`config.mk`:
```
export PLATFORM = sky130hd
export DESIGN_NAME = button_bank_press_detector
export DESIGN_NICKNAME = d
export VERILOG_FILES = /design/src/rtl/button_pkg.sv /design/src/rtl/button_press_channel.sv /design/src/rtl/button_bank_press_detector.sv
export SDC_FILE = /design/constraint.sdc
export NUM_CORES = 1
export LEC_CHECK = 0
export CORE_MARGIN = 8
export CORE_UTILIZATION = 59
export DETAILED_ROUTE_END_ITERATION = 7
export PLACE_DENSITY_LB_ADDON = 0.3
export SLEW_MARGIN = 25
export SYNTH_ARGS = -nofsm -noshare
export SYNTH_HDL_FRONTEND = slang
export SYNTH_HIERARCHICAL = 1
export SYNTH_SLANG_ARGS = --single-unit
```
`constraint.sdc`:
```
create_clock -name clock -period 2.1 [get_ports clock]
set_input_delay 0.42 -clock clock [delete_from_list [all_inputs] [get_ports clock]]
set_output_delay 0.42 -clock clock [all_outputs]
set_load 0.02 [all_outputs]
```
`src/rtl/button_pkg.sv`:
```
// Shared definitions for the button press detector bank: per-channel state
// encoding, logic level names and counter width helpers.
package button_pkg;

  // Per-channel press FSM states.
  typedef enum logic [1:0] {
    WAIT_UP  = 2'd0,  // waiting for the button to be seen released
    BTN_UP   = 2'd1,  // armed, button released
    DEBOUNCE = 2'd2,  // counting consecutive high samples
    PRESSED  = 2'd3   // press latched, waiting for acknowledge
  } button_state_e;

  localparam logic HIGH = 1'b1;
  localparam logic LOW  = 1'b0;

  // Width of a saturating counter that must hold values 0..max_val (min 1 bit).
  function automatic int cnt_width(input int max_val);
    int w;
    w = $clog2(max_val + 1);
    if (w < 1) begin
      w = 1;
    end else begin
      w = w;
    end
    return w;
  endfunction

  // Width of an index able to address n channels (min 1 bit).
  function automatic int idx_width(input int n);
    int w;
    w = $clog2(n);
    if (w < 1) begin
      w = 1;
    end else begin
      w = w;
    end
    return w;
  endfunction

endpackage

```
`src/rtl/button_press_channel.sv`:
```
// One debounced press latch: Moore FSM with a debounce counter, a long-press
// counter and a "still held since the latch" bit. Outputs are registered from
// the next-state values so they change on the same edge as the state.
module button_press_channel
  import button_pkg::*;
#(
  parameter int DEBOUNCE_CYCLES = 3,
  parameter int LONG_CYCLES     = 16
) (
  input  logic clock,
  input  logic reset,
  input  logic i_button_down,
  input  logic i_ack_press,
  output logic o_was_pressed,
  output logic o_was_long
);

  localparam int DEB_W  = cnt_width(DEBOUNCE_CYCLES);
  localparam int LONG_W = cnt_width(LONG_CYCLES);
  localparam logic [DEB_W-1:0]  DEB_MAX  = DEB_W'(DEBOUNCE_CYCLES);
  localparam logic [LONG_W-1:0] LONG_MAX = LONG_W'(LONG_CYCLES);
  // With LONG_CYCLES=0 the long flag is permanently low.
  localparam logic LONG_EN = (LONG_CYCLES > 0) ? 1'b1 : 1'b0;

  button_state_e     r_state;
  logic [DEB_W-1:0]  r_deb_cnt;
  logic [LONG_W-1:0] r_long_cnt;
  logic              r_held;
  logic              r_was_pressed;
  logic              r_was_long;

  button_state_e     w_state_nxt;
  logic [DEB_W-1:0]  w_deb_cnt_nxt;
  logic [LONG_W-1:0] w_long_cnt_nxt;
  logic              w_held_nxt;
  logic              w_was_pressed_nxt;
  logic              w_was_long_nxt;

  // Next-state and counter update logic for the press FSM.
  always_comb begin
    w_state_nxt    = r_state;
    w_deb_cnt_nxt  = r_deb_cnt;
    w_long_cnt_nxt = r_long_cnt;
    w_held_nxt     = r_held;
    case (r_state)
      WAIT_UP: begin
        // A button already down (at reset or after ack) must be released first.
        w_deb_cnt_nxt  = {DEB_W{1'b0}};
        w_long_cnt_nxt = {LONG_W{1'b0}};
        w_held_nxt     = 1'b0;
        if (i_button_down == LOW) begin
          w_state_nxt = BTN_UP;
        end else begin
          w_state_nxt = WAIT_UP;
        end
      end
      BTN_UP: begin
        if (i_button_down == HIGH) begin
          w_state_nxt   = DEBOUNCE;
          w_deb_cnt_nxt = DEB_W'(1);
        end else begin
          w_state_nxt   = BTN_UP;
          w_deb_cnt_nxt = {DEB_W{1'b0}};
        end
      end
      DEBOUNCE: begin
        if (i_button_down == LOW) begin
          // Bounce: any low sample restarts the qualification from scratch.
          w_state_nxt   = BTN_UP;
          w_deb_cnt_nxt = {DEB_W{1'b0}};
        end else if (r_deb_cnt < DEB_MAX) begin
          w_deb_cnt_nxt = r_deb_cnt + DEB_W'(1);
        end else begin
          w_state_nxt    = PRESSED;
          w_deb_cnt_nxt  = {DEB_W{1'b0}};
          w_long_cnt_nxt = {LONG_W{1'b0}};
          w_held_nxt     = 1'b1;
        end
      end
      PRESSED: begin
        if (i_ack_press == HIGH) begin
          // Acknowledge wins over long counting and clears both flags.
          w_state_nxt    = WAIT_UP;
          w_long_cnt_nxt = {LONG_W{1'b0}};
          w_held_nxt     = 1'b0;
        end else if ((i_button_down == HIGH) && r_held) begin
          if (r_long_cnt < LONG_MAX) begin
            w_long_cnt_nxt = r_long_cnt + LONG_W'(1);
          end else begin
            w_long_cnt_nxt = r_long_cnt;
          end
        end else if (i_button_down == LOW) begin
          // Once released, a re-press of the same latched press never counts.
          w_held_nxt = 1'b0;
        end else begin
          w_held_nxt = r_held;
        end
      end
      default: begin
        w_state_nxt    = WAIT_UP;
        w_deb_cnt_nxt  = {DEB_W{1'b0}};
        w_long_cnt_nxt = {LONG_W{1'b0}};
        w_held_nxt     = 1'b0;
      end
    endcase
  end

  // Output flags derived from next-state values so they register with the state.
  always_comb begin
    w_was_pressed_nxt = (w_state_nxt == PRESSED) ? 1'b1 : 1'b0;
    if (LONG_EN && (w_state_nxt == PRESSED) && (w_long_cnt_nxt == LONG_MAX)) begin
      w_was_long_nxt = 1'b1;
    end else begin
      w_was_long_nxt = 1'b0;
    end
  end

  // State, counters and output flags with synchronous reset.
  always_ff @(posedge clock) begin
    if (reset) begin
      r_state       <= WAIT_UP;
      r_deb_cnt     <= {DEB_W{1'b0}};
      r_long_cnt    <= {LONG_W{1'b0}};
      r_held        <= 1'b0;
      r_was_pressed <= 1'b0;
      r_was_long    <= 1'b0;
    end else begin
      r_state       <= w_state_nxt;
      r_deb_cnt     <= w_deb_cnt_nxt;
      r_long_cnt    <= w_long_cnt_nxt;
      r_held        <= w_held_nxt;
      r_was_pressed <= w_was_pressed_nxt;
      r_was_long    <= w_was_long_nxt;
    end
  end

  assign o_was_pressed = r_was_pressed;
  assign o_was_long    = r_was_long;

endmodule

```
`src/rtl/button_bank_press_detector.sv`:
```
// Bank of independent debounced press latches with a priority summary so a
// single consumer FSM can service the lowest pending channel first.
module button_bank_press_detector
  import button_pkg::*;
#(
  parameter int  CHANNELS        = 4,
  parameter int  DEBOUNCE_CYCLES = 3,
  parameter int  LONG_CYCLES     = 16,
  localparam int IDX_W           = idx_width(CHANNELS)
) (
  input  logic                clock,
  input  logic                reset,
  input  logic [CHANNELS-1:0] button_down,
  input  logic [CHANNELS-1:0] ack_press,
  output logic [CHANNELS-1:0] was_pressed,
  output logic [CHANNELS-1:0] was_long,
  output logic                any_pressed,
  output logic [IDX_W-1:0]    first_pressed
);

  logic [IDX_W-1:0] w_first;

  for (genvar g = 0; g < CHANNELS; g++) begin : g_ch
    button_press_channel #(
      .DEBOUNCE_CYCLES (DEBOUNCE_CYCLES),
      .LONG_CYCLES     (LONG_CYCLES)
    ) u_ch (
      .clock         (clock),
      .reset         (reset),
      .i_button_down (button_down[g]),
      .i_ack_press   (ack_press[g]),
      .o_was_pressed (was_pressed[g]),
      .o_was_long    (was_long[g])
    );
  end

  // Priority encoder: scanning from the top down leaves the lowest set index.
  always_comb begin
    w_first = {IDX_W{1'b0}};
    for (int i = CHANNELS - 1; i >= 0; i--) begin
      if (was_pressed[i]) begin
        w_first = IDX_W'(i);
      end else begin
        w_first = w_first;
      end
    end
  end

  assign first_pressed = w_first;
  assign any_pressed   = |was_pressed;

endmodule

```
Word-level counts from Yosys, hierarchy flattened

Index checks and enable logic that the tools add are counted.

Register bits: 48

Multiplexer cells: 100
Reduce and logical (&&, ||, !) cells: 25
Add/sub/neg operators: 8
Equality and inequality tests: 36
$lt $le $gt $ge: 8

Operators with widths:

| operator            | count |
|---|---|
| $mux 5              | 20 |
| $pmux 5 s3          | 4 |
| $mux 2              | 28 |
| $mux 1              | 36 |
| $pmux 2 s4          | 4 |
| $eq 2x2->1 const B  | 12 |
| $ne 3x3->1 const B  | 8 |
| $pmux 2 s3          | 4 |
| $reduce_bool 3->1   | 8 |
| $add 5x1->5 const B | 4 |
| $eq 5x5->1 const B  | 4 |
| $lt 5x5->1 const B  | 4 |
| $reduce_and 5->1    | 4 |
| $ne 2x2->1 const B  | 8 |
| $pmux 1 s3          | 4 |
| $add 2x1->2 const B | 4 |
| $eq 2x1->1 const B  | 4 |
| $logic_and 1x1->1   | 8 |
| $logic_not 2->1     | 4 |
| $lt 2x2->1 const B  | 4 |
| $reduce_or 4->1     | 1 |

Longest topological paths before layout

Gate-level depths: netlist (run 1).

Depth in word-level cells: 8
Gate-level depth with buffers: 8

Modules after synthesis

The synthesis (run 1) kept the hierarchy.

Modules (own cells, without submodules):

| module                              | cells an instance | area each (um^2) | instances |
|---|---|---|---|
| button_press_channel (g_ch[3].u_ch) | 97                | 779.5            | 1 |
| button_press_channel (g_ch[2].u_ch) | 88                | 740.7            | 1 |
| button_press_channel (g_ch[1].u_ch) | 88                | 738.2            | 1 |
| button_press_channel (g_ch[0].u_ch) | 89                | 721.9            | 1 |
| button_bank_press_detector          | 7                 | 35.0             | 1 |

Worst setup path after synthesis (run 1)

OpenSTA, ideal clock, no wires.

Path type: register to register
From: register g_ch[0].u_ch.r_state[1]
To: register g_ch[0].u_ch.r_was_long
Setup time: 0.061 ns
Stages on the path, launching flop included: 8
Arrival time: 1.759 ns
Buffers on the path: 0
Path slack: 0.280 ns
Path through: dfxtp_1 > inv_1 > ha_1 > or3b_1 > o32a_1 > a21oi_2 > nand2_1 > and4b_1

Longest elaborated chain between the ends: 6
Elaborated cells on any way between the ends: 13
Classes of those cells: eq/ne: 5; mux: 6; reduce/logical: 2

RTL lines:

| item                     | RTL line                    | text |
|---|---|---|
| start: declaration       | button_press_channel.sv:25  | `button_state_e r_state;` |
| start signal: assignment | button_press_channel.sv:128 | `r_state <= w_state_nxt;` |
| $mux 2                   | button_press_channel.sv:71  | `end else if (r_deb_cnt < DEB_MAX) begin` |
| $mux 2                   | button_press_channel.sv:67  | `if (i_button_down == LOW) begin` |
| $pmux 2 s4               | button_press_channel.sv:45  | `case (r_state)` |
| $eq 2x2->1               | button_press_channel.sv:111 | `if (LONG_EN && (w_state_nxt == PRESSED) && (w_long_cnt_nxt == LONG_MAX)) begin` |
| $logic_and 1x1->1 (*)    | button_press_channel.sv:111 |  |
| $mux 1 (*)               | button_press_channel.sv:111 |  |
| end signal: assignment   | button_press_channel.sv:133 | `r_was_long <= w_was_long_nxt;` |
| end: declaration         | button_press_channel.sv:30  | `logic r_was_long;` |

Every way passes the cells marked *; elsewhere a longest branch is shown, timed or not.
A chain may end at the register's enable or synchronous reset.

Final worst setup path (run 1)

From: register g_ch[2].u_ch.r_was_pressed
To: output first_pressed[0]

Longest elaborated chain between the ends: 3

RTL lines:

| item                     | RTL line                         | text |
|---|---|---|
| start: declaration       | button_press_channel.sv:29       | `logic r_was_pressed;` |
| start signal: assignment | button_press_channel.sv:132      | `r_was_pressed <= w_was_pressed_nxt;` |
| $mux 2 (3 in a row)      | button_bank_press_detector.sv:41 | `if (was_pressed[i]) begin` |
| end: declaration         | button_bank_press_detector.sv:18 | `output logic [IDX_W-1:0] first_pressed` |

Every way passes these cells.

==> results of run 1 <==
## per-layer routing
metal / up-vias / track usage [%] / share of wire [%]
li1: 1385 / - / -
met1: 1285 / 19.1 / 43
met2: 47 / 33.3 / 52
met3: 10 / 3.40 / 3.4
met4: 0 / 7.19 / 1.7
met5: - / 0 / 0
## final cells by class
type	instances	area [um2]	area share (%)
well taps	70	87.6	2.51
clock inverters	3	46.3	1.33
multi-input cells	294	1940	55.5
inverters	16	60.1	1.72
repair buffers	35	325	9.34
clock buffers	5	68.8	1.97
flip-flops and latches	48	961	27.6
## metrics by stage
stage | instance area, um2 | worst slack, ns | hold WS [ns] | TNS (ns)
4_1_cts | 3480 | 0.0811 | 0.488 | 0
5_1_grt | 3480 | 0.0294 | 0.517 | 0
2_1_floorplan | 3020 | 0.280 | 0.451 | 0
3_3_place_gp | 3370 | 0.0352 | 0.469 | 0
3_5_place_dp | 3370 | -0.0112 | 0.474 | -0.0112
6_report | 3480 | 0.122 | 0.485 | 0
## critical path: cells and delay by family, from the launching register on
family	cells	cell delay [ns]
flops	1	0.34
buf+inv	1	0.61
compound gates	1	0.13
simple gates	1	0.17
## logic make-up (layout without fill, tap and decap cells)
group	after synthesis	after routing	share of synthesized area (%)
flops	48	48	31.9
buf+inv	27	59	3.94
simple gates	158	158	28.5
mux	1	1	0.373
fa+ha+maj	31	31	12.9
compound gates	104	104	22.4
## worst max path at each step
stage / cells after the start / to / slack (ns)
after floorplan: 7 / g_ch[0].u_ch/o_was_long$_SDFF_PP0_ / 0.28
after global placement: 6 / g_ch[0].u_ch/o_was_long$_SDFF_PP0_ / 0.04
after detailed placement: 6 / g_ch[0].u_ch/o_was_long$_SDFF_PP0_ / -0.01
after CTS: 3 / first_pressed[1] / 0.08
after global routing: 6 / g_ch[0].u_ch/o_was_long$_SDFF_PP0_ / 0.03
final: 3 / first_pressed[0] / 0.12
## synth_stat cells, drive strengths merged (3+ instances only)
library cell	instances
a21o	9
nand4	3
o21ai	17
and3b	4
or3b	3
nor3b	4
or3	3
nand3b	3
nor2	44
buf	7
and3	5
o22ai	5
and2b	3
nor4	4
a21oi	40
a21boi	5
dfxtp	48
nor2b	7
nor3	16
o21a	4
a211oi	4
clkbuf	4
nand4b	4
or2	4
a32oi	4
nand2b	10
nand2	30
nand3	5
ha	31
inv	16
## power groups by stage
stage / combinational [W] / sequential, W / clock [W]
detailed placement: 0.000152 / 0.000947 / 0
CTS: 0.000153 / 0.000926 / 0.000722
global route: 0.000170 / 0.000928 / 0.000767
floorplan: 0.0000941 / 0.000945 / 0
finish: 0.000154 / 0.000926 / 0.000700
global placement: 0.000149 / 0.000947 / 0
## registers in the layout, summed over array words and instances (netlist names)
register / cells
g_ch.u_ch/r_long_cnt: 20
g_ch.u_ch/r_deb_cnt: 8
g_ch.u_ch/r_state: 8
g_ch.u_ch/o_was_long: 4
g_ch.u_ch/o_was_pressed: 4
g_ch.u_ch/r_held: 4
==> results.yml, run 1 <==
cells_and_area:
  final_common_cell: "dfxtp_1"
  final_cells: 471
  mostFrequentLayoutCells: "dfxtp_1 (48), nor2_1 (44), a21oi_1 (38), ha_1 (31), nand2_1 (30)"
  drive_gt1_share_pct: 9.73
  diodes: 0
  nets: 441
  fin_util_pct: 69.6
  fill_cells: 432
  area_delta_synth_final_pct: 15.6
synth:
  syn-num-nets: 410
  synthFlopType: "dfxtp_1"
  ys_ff_latch: 48
  yosysWarningCount: 6
  synth-edff-count: 0
  postSynth.asyncResetShare_pct: 0
  netlist.area_leader.share_pct: 31.9
  synth_seq_area_share_pct: 31.9
  ys_types: 65
  synth_area_per_cell_um2: 8.17
  syn_area_um2: 3020
  synth.area.top_cells: "dfxtp_1 (32%), ha_1 (13%), a21oi_1 (6.3%)"
  synth_cells: 369
  yosysTopAreaCell: "dfxtp_1"
global_route:
  overflow: 0
  grt_pass1_wl_um: 11100
  grt_pass1_vias: 2606
  antenna_found_initial: 0
  grt_max_degree: 17
  grt_util_all_layers_pct: 17.9
worst_setup_path:
  cp-startpoint: "g_ch[2].u_ch/o_was_pressed$_SDFF_PP0_"
  cp_slowest_stage_delay_ns: 0.61
  critPathRequiredTime_ns: 1.68
  endpoint_kind: "output pin"
  worstReg2RegStart: "g_ch[0].u_ch/r_state[0]$_SDFF_PP0_"
  arrival_ns: 1.56
  r2r_cells: 6
  startpoint_type: "flip-flop"
  path_class: "flip-flop to output pin"
  r2r_end: "g_ch[0].u_ch/o_was_long$_SDFF_PP0_"
  path_max_fanout: 3
  r2r_slack_ns: 0.15
  cp_cell_sequence: "nand2b_1 -> a21oi_2 -> clkdlybuf4s50_1"
  slowest_stage: "clkdlybuf4s50_1"
floorplan:
  die_y_um: 87.5
  dieArea_um2: 7650
  die_x_um: 87.5
  num_rows: 26
  core_area_um2: 5010
  start_util_pct: 60.2
  io_pins: 21
cts:
  clock-sinks: 48
  cts-resized-gates: 0
  htreeDepth: 2
  root_buffer: "clkbuf_8"
  cts_tree: "done"
  cts_buffers: 5
  clk_latency_ns: 0.31
  hold_buffers: 0
  clk_pin_slew_ns: 0.09
  clockBufferDepth: 2
  cts_setup_buffers: 0
sta:
  skew_ns: 0.00586
  setup_violations: 0
  tightest_slew_ns: 0.457
  maxSlewHeadroom_pct: 69.4
  rsz0062_at_grt: "no"
  period_share_pct: 94.2
  maxSlewViolCount: 0
  fin_crit_ns: 1.98
  fmax_mhz: 506
  hold_viol_final: 0
route:
  vias: 2727
  drtIter0Drc: 112
  viasPerCell: 5.79
  post_drt_wl_per_cell_um: 13.8
  dr.pass1.iters: 5
  drc_errors: 0
  wl_um: 6490
  ant_nets: 0
status:
  status: "completed"
job:
  maxCapViolations: 0
power_and_ir_drop:
  share_seq_of_total_power_pct: 52.0
  p_int_w: 0.00135
  swShare_pct: 24.3
  combPwrFrac_pct: 8.7
  clock_power_share_pct: 39.3
  switching_power_w: 0.000433
  p_per_area_nw_per_um2: 511
  power.total_w: 0.00178
  leakage_nw: 1.44
  ir_drop_mv: 0.432
placement:
  dpl.hpwl_um: 4890
  gp_congestion: 0.873
  port_buffers: 20
  dp_cells: 463
worst_hold_path:
  hold_depth: 2
  hold_end: "g_ch[0].u_ch/r_held$_SDFFE_PP0P_"
  hold_path_class: "flip-flop to flip-flop"
  hold_path.startpoint: "g_ch[0].u_ch/r_held$_SDFFE_PP0P_"
(Power assumes the default switching activity.)
==> run 2: changes to the inputs <==
- CORE_MARGIN: 8 -> not set
- RECOVER_POWER: not set -> 25
==> results.yml, run 2 (same netlist as run 1, synthesis figures left out) <==
worst_setup_path:
  endpoint_kind: "flip-flop"
  path_max_fanout: 6
  path_class: "flip-flop to flip-flop"
  arrival_ns: 2.23
  critPathRequiredTime_ns: 2.34
  startpoint_type: "flip-flop"
sta:
  period_share_pct: 94.8
  hold_viol_final: 0
  setup_ws_ns: 0.110
  tightest_slew_ns: 0.425
  fmax_mhz: 503
  maxSlewHeadroom_pct: 71.6
  maxSlewViolCount: 0
  rsz0062_at_grt: "no"
  setup_violations: 0
  fin_crit_ns: 1.99
  skew_ns: 0.00838
  setup_tns_ns: 0
placement:
  dp_cells: 460
  gp_congestion: 0.963
  dpl.hpwl_um: 4600
  place_ws_ns: -0.0815
  port_buffers: 20
  place_area_um2: 3370
cells_and_area:
  fill_cells: 409
  largest_reg_flops: 20
  drive_gt1_share_pct: 8.98
  final_cell_area_um2: 3450
  top_register: "g_ch.u_ch/r_long_cnt"
  top_regs: "g_ch.u_ch/r_long_cnt: 20 flops, g_ch.u_ch/r_deb_cnt: 8 flops, g_ch.u_ch/r_state: 8 flops"
  final_cells: 468
  diodes: 0
  mostFrequentLayoutCells: "dfxtp_1 (47), nor2_1 (44), a21oi_1 (38), ha_1 (31), nand2_1 (30)"
  final_common_cell: "dfxtp_1"
  nets: 441
  area_delta_synth_final_pct: 14.4
cts:
  clk_pin_slew_ns: 0.08
  cts_setup_buffers: 0
  cts-resized-gates: 0
  htreeDepth: 2
  clock-sinks: 48
  clockBufferDepth: 2
  root_buffer: "clkbuf_8"
  cts_tree: "done"
  hold_buffers: 0
  cts_buffers: 5
  clk_latency_ns: 0.30
route:
  ant_nets: 0
  post_drt_wl_per_cell_um: 13.3
  dr.pass1.iters: 4
  viasPerCell: 5.77
  drc_errors: 0
  vias: 2701
  drtIter0Drc: 195
  wl_um: 6220
power_and_ir_drop:
  ir_drop_mv: 0.272
  p_per_area_nw_per_um2: 476
  leakage_nw: 1.42
floorplan:
  num_rows: 25
  core_area_um2: 4820
  die_y_um: 73.5
  die_x_um: 73.5
  io_pins: 21
  start_util_pct: 62.6
  dieArea_um2: 5400
global_route:
  grt_pass1_vias: 2458
  grt_pass1_wl_um: 10300
  antenna_found_initial: 0
  grt_util_all_layers_pct: 24.3
  overflow: 0
  grt_max_degree: 18
status:
  status: "completed"
worst_hold_path:
  hold_path_class: "flip-flop to flip-flop"
job:
  maxCapViolations: 0
[run 2: worst max-delay path, stage by stage (launching register included)]
cell	delay (ns)
dfxtp_2	0.40
inv_1	0.09
ha_1	0.21
or3b_1	0.41
o32a_1	0.40
a21oi_2	0.13
nand2_1	0.06
and4b_1	0.23
[run 2: metal layers]
layer	vias to the layer above	wire [um]	track usage, %	share of wire (%)
met5	-	0	0	0
met4	0	127	10.9	2.0
met3	12	204	4.80	3.3
met2	55	2970	41.3	48
met1	1249	2920	29.5	47
li1	1385	-	-	-
[run 2: power by group]
group | internal [W] | switching [W] | total, W
Clock | 0.000269 | 0.000294 | 0.000563
Combinational | 0.0000713 | 0.0000833 | 0.000155
Sequential | 0.000916 | 0.00000909 | 0.000925
Total | 0.00126 | 0.000386 | 0.00164
[run 2: final timing paths]
path,cells after the start,endpoint,slack [ns],start
min reg2reg,2,g_ch[0].u_ch/r_held$_SDFFE_PP0P_,0.48,g_ch[0].u_ch/r_held$_SDFFE_PP0P_
min,2,g_ch[0].u_ch/r_held$_SDFFE_PP0P_,0.48,g_ch[0].u_ch/r_held$_SDFFE_PP0P_
max,7,g_ch[0].u_ch/o_was_long$_SDFF_PP0_,0.11,g_ch[0].u_ch/r_state[1]$_SDFF_PP0_
max reg2reg,7,g_ch[0].u_ch/o_was_long$_SDFF_PP0_,0.11,g_ch[0].u_ch/r_state[1]$_SDFF_PP0_
[run 2: final cells by class]
class	count	area [um2]	share of cell area [%]
timing repair buffer	35	318	9.21
clock buffer	8	90.1	2.61
inverter	16	60.1	1.74
sequential	48	962	27.9
multi-input combinational	294	1940	56.1
tap	67	83.8	2.43
[run 2: per-stage QoR]
step	hold WS [ns]	power, W	utilization, %
after global placement	0.462	0.00110	69.9
after CTS	0.490	0.00166	71.7
after detailed placement	0.477	0.00110	69.9
after global routing	0.520	0.00170	71.6
after floorplan	0.451	0.00104	-
final	0.485	0.00164	71.6
==> run 3: changes to the inputs <==
- CORE_UTILIZATION: 59 -> 60
- clock period: 2.1 -> 2.5 ns (I/O delays scaled with it)
==> results.yml, run 3 (same netlist as run 1, synthesis figures left out) <==
cts:
  cts-resized-gates: 0
  cts_setup_buffers: 0
  cts_buffers: 5
  clk_latency_ns: 0.30
  cts_tree: "done"
  clk_pin_slew_ns: 0.09
  clock-sinks: 48
  root_buffer: "clkbuf_8"
  htreeDepth: 2
  clockBufferDepth: 2
  hold_buffers: 0
sta:
  maxSlewViolCount: 0
  setup_ws_ns: 0.466
  period_share_pct: 81.4
  setup_violations: 0
  maxSlewHeadroom_pct: 70.8
  hold_viol_final: 0
  rsz0062_at_grt: "no"
  tightest_slew_ns: 0.431
  setup_tns_ns: 0
  skew_ns: 0.00690
  fmax_mhz: 492
  fin_crit_ns: 2.03
worst_setup_path:
  critPathRequiredTime_ns: 2.00
  endpoint_kind: "output pin"
  path_class: "flip-flop to output pin"
  arrival_ns: 1.53
  path_max_fanout: 3
  startpoint_type: "flip-flop"
floorplan:
  die_y_um: 72.9
  num_rows: 25
  io_pins: 21
  core_area_um2: 4790
  start_util_pct: 63.0
  die_x_um: 72.9
  dieArea_um2: 5310
placement:
  dpl.hpwl_um: 4440
  port_buffers: 20
  gp_congestion: 0.892
  place_ws_ns: 0.241
cells_and_area:
  diodes: 0
  nets: 430
  mostFrequentLayoutCells: "dfxtp_1 (48), nor2_1 (44), a21oi_1 (38), ha_1 (31), nand2_1 (30)"
  area_delta_synth_final_pct: 12.1
  top_regs: "g_ch.u_ch/r_long_cnt: 20 flops, g_ch.u_ch/r_deb_cnt: 8 flops, g_ch.u_ch/r_state: 8 flops"
  top_register: "g_ch.u_ch/r_long_cnt"
  drive_gt1_share_pct: 6.94
  final_common_cell: "dfxtp_1"
  largest_reg_flops: 20
global_route:
  grt_pass1_wl_um: 10300
  grt_pass1_vias: 2412
  overflow: 0
  grt_util_all_layers_pct: 24.8
  antenna_found_initial: 0
  grt_max_degree: 35
power_and_ir_drop:
  p_per_area_nw_per_um2: 412
  ir_drop_mv: 0.312
  leakage_nw: 1.38
  power.total_w: 0.00139
route:
  post_drt_wl_per_cell_um: 13.1
  wl_um: 5980
  dr.pass1.iters: 4
  ant_nets: 0
  drc_errors: 0
  viasPerCell: 5.79
  vias: 2638
  drtIter0Drc: 155
job:
  maxCapViolations: 0
status:
  status: "completed"
worst_hold_path:
  hold_path_class: "flip-flop to flip-flop"
[run 3: per-layer routing]
| layer | up-vias | GRT usage [%] | part of all wire, % |
|---|---|---|---|
| li1 | 1370 | - | - |
| met1 | 1221 | 30.4 | 47 |
| met2 | 33 | 42.1 | 48 |
| met3 | 14 | 5.94 | 2.8 |
| met4 | 0 | 9.37 | 2.0 |
| met5 | - | 0 | 0 |
[run 3: layout make-up]
cell class / instances / area, um2
Timing Repair Buffer: 24 / 243
Tap cell: 67 / 83.8
Sequential cell: 48 / 961
Fill cell: 406 / 1410
Clock buffer: 7 / 96.3
Inverter: 16 / 60.1
Multi-Input combinational cell: 294 / 1940
[run 3: critical path: stages, from the launching register on]
cell and delay, ns:
dfxtp_1 0.40, nor2_1 0.08, nor3_1 0.13, clkdlybuf4s50_1 0.63
[run 3: path summary, 6_finish.rpt]
kind / startpoint / endpoint / slack (ns) / depth (start not counted)
min: g_ch[1].u_ch/r_held$_SDFFE_PP0P_ / g_ch[1].u_ch/r_held$_SDFFE_PP0P_ / 0.48 / 2
max: g_ch[3].u_ch/o_was_pressed$_SDFF_PP0_ / first_pressed[1] / 0.47 / 3
min reg2reg: g_ch[1].u_ch/r_held$_SDFFE_PP0P_ / g_ch[1].u_ch/r_held$_SDFFE_PP0P_ / 0.48 / 2
max reg2reg: g_ch[0].u_ch/r_state[1]$_SDFF_PP0_ / g_ch[0].u_ch/o_was_long$_SDFF_PP0_ / 0.48 / 7
[run 3: report_power, final]
part / internal [W] / switching (W) / leakage, nW
combinational: 0.0000516 / 0.0000645 / 0.941
clock: 0.000247 / 0.000253 / 0.0503
sequential: 0.000769 / 0.00000880 / 0.388
[run 3: metrics by stage]
step / util, % / instance area (um2) / instances / hold slack [ns]
after global placement: 68.6 / 3280 / 449 / 0.464
after detailed placement: 68.6 / 3280 / 449 / 0.476
final: 70.6 / 3380 / 456 / 0.482
after floorplan: - / 3020 / 369 / 0.451
after global routing: 70.6 / 3380 / 456 / 0.512
after CTS: 70.6 / 3380 / 456 / 0.488
